`src/rtl/lcd_ram_arb.sv`:
```
// Two-requester character-RAM write arbiter gated by LCD vblank; LCD_RAM_ARB_RR_EN selects round-robin over fixed priority.
// Latency: req sampled in ARB -> ram_we/ack registered on the next cycle; at most one write per 2 cycles.
// Backpressure: requesters hold req/addr/data until ack; requests wait through active video and are never dropped.
`timescale 1ns/1ps
module lcd_ram_arb (
    input  logic        clk,
    input  logic        rst_n,
    input  logic        vblank,
    input  logic        req0,
    input  logic        req1,
    input  logic [5:0]  addr0,
    input  logic [5:0]  addr1,
    input  logic [31:0] data0,
    input  logic [31:0] data1,
    output logic        ack0,
    output logic        ack1,
    output logic        ram_we,
    output logic [5:0]  ram_wa,
    output logic [31:0] ram_wd,
    output logic [6:0]  wr_cnt
);

    typedef enum logic [1:0] {IDLE, ARB, WR} state_t;

    state_t state, state_nxt;
    logic   wr_start;
    logic   gnt_id;
    logic   vblank_d;
    logic   vblank_rise;

`ifdef LCD_RAM_ARB_RR_EN
    // last_gnt names the requester served most recently; the other one wins a tie
    logic last_gnt;

    always_comb begin
        if (req0 && req1) gnt_id = ~last_gnt;
        else              gnt_id = ~req0;
    end

    always_ff @(posedge clk or negedge rst_n) begin
        if (!rst_n)        last_gnt <= 1'b1;
        else if (wr_start) last_gnt <= gnt_id;
    end
`else
    assign gnt_id = ~req0;
`endif

    always_ff @(posedge clk or negedge rst_n) begin
        if (!rst_n) state <= IDLE;
        else        state <= state_nxt;
    end

    always_comb begin
        state_nxt = state;
        wr_start  = 1'b0;
        case (state)
            IDLE: if (vblank) state_nxt = ARB;
            ARB: begin
                if (!vblank) begin
                    state_nxt = IDLE;
                end else if (req0 || req1) begin
                    state_nxt = WR;
                    wr_start  = 1'b1;
                end
            end
            WR:      state_nxt = ARB;
            default: state_nxt = IDLE;
        endcase
    end

    // Write outputs are registered off wr_start so they are high exactly during WR
    always_ff @(posedge clk or negedge rst_n) begin
        if (!rst_n) begin
            ram_we <= 1'b0;
            ack0   <= 1'b0;
            ack1   <= 1'b0;
            ram_wa <= '0;
            ram_wd <= '0;
        end else begin
            ram_we <= wr_start;
            ack0   <= wr_start & ~gnt_id;
            ack1   <= wr_start &  gnt_id;
            if (wr_start) begin
                ram_wa <= gnt_id ? addr1 : addr0;
                ram_wd <= gnt_id ? data1 : data0;
            end
        end
    end

    assign vblank_rise = vblank & ~vblank_d;

    always_ff @(posedge clk or negedge rst_n) begin
        if (!rst_n) begin
            vblank_d <= 1'b0;
            wr_cnt   <= '0;
        end else begin
            vblank_d <= vblank;
            if (vblank_rise)
                wr_cnt <= '0;
            else if (wr_start && wr_cnt != 7'd127)
                wr_cnt <= wr_cnt + 7'd1;
        end
    end

endmodule

```
`config.mk`:
```
export PLATFORM = sky130hd
export DESIGN_NAME = lcd_ram_arb
export DESIGN_NICKNAME = d
export VERILOG_FILES = /design/src/rtl/lcd_ram_arb.sv
export SDC_FILE = /design/constraint.sdc
export NUM_CORES = 1
export LEC_CHECK = 0
export BUFFER_PORTS_ARGS = -buffer_cell sky130_fd_sc_hd__clkbuf_2
export CAP_MARGIN = 10
export CORE_MARGIN = 2
export CORE_UTILIZATION = 48
export CTS_CLUSTER_DIAMETER = 80
export DETAILED_ROUTE_END_ITERATION = 10
export PLACE_DENSITY_LB_ADDON = 0.1
export SLEW_MARGIN = 20
export SYNTH_ARGS = -nofsm -noshare
export SYNTH_HDL_FRONTEND = slang
export SYNTH_SLANG_ARGS = --single-unit
```
`constraint.sdc`:
```
create_clock -name clk -period 3.44 [get_ports clk]
set_input_delay 0 -clock clk [delete_from_list [all_inputs] [get_ports clk]]
set_output_delay 0 -clock clk [all_outputs]
set_load 0.01 [all_outputs]
```
==> out/summary.txt <==
Cts bufs inserted: 5
Port Buffers: 128
Xor and xnor area share after synthesis: 0%
Via Count: 2355
Setup Buffers After CTS: 0
Post-Syn Area: 2440 um2
Vert. Die Dim: 75.2 um
Initial DRC Count: 188
Slew Limit Fails: 0
Main combinational cell family by area after synthesis: compound AO/OA/AOI/OAI gates
Startpoint types: input port
Leakage: 1.83 nW
Gr ovfl total: 0
Total Wirelength: 6.91 mm
Endpoints failing setup: 0
Detailed Place HPWL: 4.31 mm
Setup ws final: 1.33 ns
RSZ-0062 raised after global routing: false
Drc violations: 0
Pwr/cell area: 509 nW/um2
WP data arrival: 2.30 ns
Fraction of the mapped netlist area in adder cells: 0.514%
Fin crit share: 61.3%
WS Path Type: input port to flop
Most common cell after layout, fill and taps aside: clkbuf_2
Vias in the first global route: 2305
Max rail drop VDD: 0.298 mV
Synthesized netlist cell count: 192
Layout cells sized above 1: 40.6%
Measured slew at the worst slew-check pin: 0.895 ns
Seq/Total Area, Yosys: 52.4%
Via density: 5.65
Initial antenna violation count: 0
Largest net degree at the start of global routing: 52
Reg clk slew, reported paths: 0.10 ns
N_diodes: 0
Min Tclk post-route: 2.11 ns
Initial core utilization: 50.6%
Final Core Density: 74.2%
Die area: 5660 um2
Core ar.: 4820 um2
Rows: 25
First-pass GRT wire length: 10.7 mm
Final hold slack: 0.0495 ns
Gpl congestion: 0.770
First-pass detailed-route iteration total: 4
Layout area overhead: 46.6%
Final Hold Vio Count: 0
FF+latch count, synth: 51
Achievable frequency: 474 MHz
Layout Nets: 431
Slew headroom: 40.3%
TNS Setup: 0 ns
Clk_lat worst skew: 0.30 ns
GRT Total Usage: 25.2%
Status: finished clean
Max clock buf depth: 2
Compound-cell area share of the yosys netlist: 19.8%
Max-Cap Viols: 0
Cells after DPL: 368
Worst path required time: 3.63 ns
Die width: 75.2 um
Post-synthesis mux area share: 0.822%
Avg WL per Cell: 16.6 um
Commonest non-fill, non-tap cells in the layout: clkbuf_2, dfrtp_1, dlygate4sd3_1, and4_1, a221o_1
Net Count, Synth: 274
Max Fanout on Critical Path: 39
Synth Area in Simple Gates: 19.4%
CTS sink cnt: 51
Post-synth cell types: 30
H-Tree Depth: 2
Clock tree from TritonCTS: yes
Synth warn: 0
Synthesized area per cell: 12.7 um2
Root Driver: clkbuf_8
Final ANT Viol Nets: 0
Final std cells w/o fill: 417
Clock Skew: 0.00914 ns
Place WS: 1.35 ns
CP Capture Type: flop
I/O Pins: 129
Worst hold path type: input port to flop
[flip-flops by register name, indices dropped and copies added, names as in the netlist]
name and count:
ack0 1, wr_cnt 7, ram_we 1, ram_wd 32
state 2, ack1 1, vblank_d 1, ram_wa 6
[power breakdown]
part	total, mW	switching, mW	internal, mW
combinational	0.509	0.238	0.271
sequential	0.820	0.0847	0.736
clock	0.490	0.200	0.290
[stage by stage]
step                total power, mW  cell area (um2)
floorplan                      1.08             2440
global placement               1.29             3030
detailed placement             1.30             3030
CTS                            1.82             3570
global route                   1.92             3570
finish                         1.82             3570
[cell type report]
cell class	count	area [um2]
Inverter	3	11.3
Clock inverter	3	67.6
Clock buffer	5	68.8
Multi-Input combinational cell	116	991
Timing Repair Buffer	172	1070
Tap cell	67	83.8
Sequential cell	51	1280
Fill cell	369	1240
[cells in the mapped netlist]
cell	n	share of area (%)
a211oi_1	3	0.92
a211oi_2	1	0.51
a21boi_0	2	0.62
a21oi_1	1	0.21
a221o_1	38	16
a311oi_1	1	0.36
a31oi_1	2	0.51
a41oi_1	3	1.1
and2_1	2	0.51
and3_1	4	1.0
and3b_1	1	0.36
and4_1	39	14
buf_2	2	0.41
buf_4	1	0.31
buf_6	9	4.2
clkbuf_1	9	1.4
clkbuf_4	1	0.31
dfrtp_1	51	52
ha_1	1	0.51
inv_1	3	0.46
mux2i_1	2	0.82
nand2_1	4	0.62
nand2_4	1	0.46
nand2b_1	1	0.26
nand3b_1	1	0.31
nor2_1	5	0.77
nor2b_1	1	0.26
or2_1	1	0.26
or2b_1	1	0.31
or3_1	1	0.26
[worst max-delay path, stage by stage]
cell and delay, ns:
dlygate4sd3_1 0.54, clkbuf_2 0.14, inv_1 0.66, nor2_2 0.31, buf_4 0.32, a221o_1 0.32
[what timing repair did]
item | in CTS | in global routing
endpoints found under the setup margin | 0 | 0
hold endpoints to repair | 92 | 0
hold buffers | 41 | 0
gates resized for setup | 0 | 0
[metal layers]
| metal | global-route usage [%] | vias to the layer above | share of wire, % |
|---|---|---|---|
| li1 | - | 1102 | - |
| met1 | 31.6 | 1116 | 41 |
| met2 | 42.1 | 115 | 50 |
| met3 | 5.62 | 22 | 6.7 |
| met4 | 10.3 | 0 | 2.8 |
| met5 | 0 | - | 0 |
[worst paths after layout]
| check | start | end | slack, ns | cells after the start |
|---|---|---|---|---|
| min in group asynchronous | rst_n | ram_wd[12]$_DFFE_PN0P_ | 0.33 | 3 |
| max in group asynchronous | rst_n | state[1]$_DFFE_PN0P_ | 2.68 | 3 |
| max reg2reg | state[1]$_DFFE_PN0P_ | ram_wd[26]$_DFFE_PN0P_ | 1.35 | 3 |
| max | req0 | ram_wd[10]$_DFFE_PN0P_ | 1.33 | 6 |
| min | data1[14] | ram_wd[14]$_DFFE_PN0P_ | 0.05 | 3 |
| min reg2reg | state[0]$_DFFE_PN0P_ | state[0]$_DFFE_PN0P_ | 0.47 | 1 |
[logic make-up (layout without fill, tap and decap cells)]
| kind of cell | after synthesis | count (layout) |
|---|---|---|
| adders and majority gates | 1 | 1 |
| AOI/OAI and AO/OA | 51 | 51 |
| muxes | 2 | 2 |
| and+or+nand+nor | 62 | 62 |
| buffers and inverters | 25 | 183 |
| DFF | 51 | 51 |
Power figures use the tool's default switching activity.
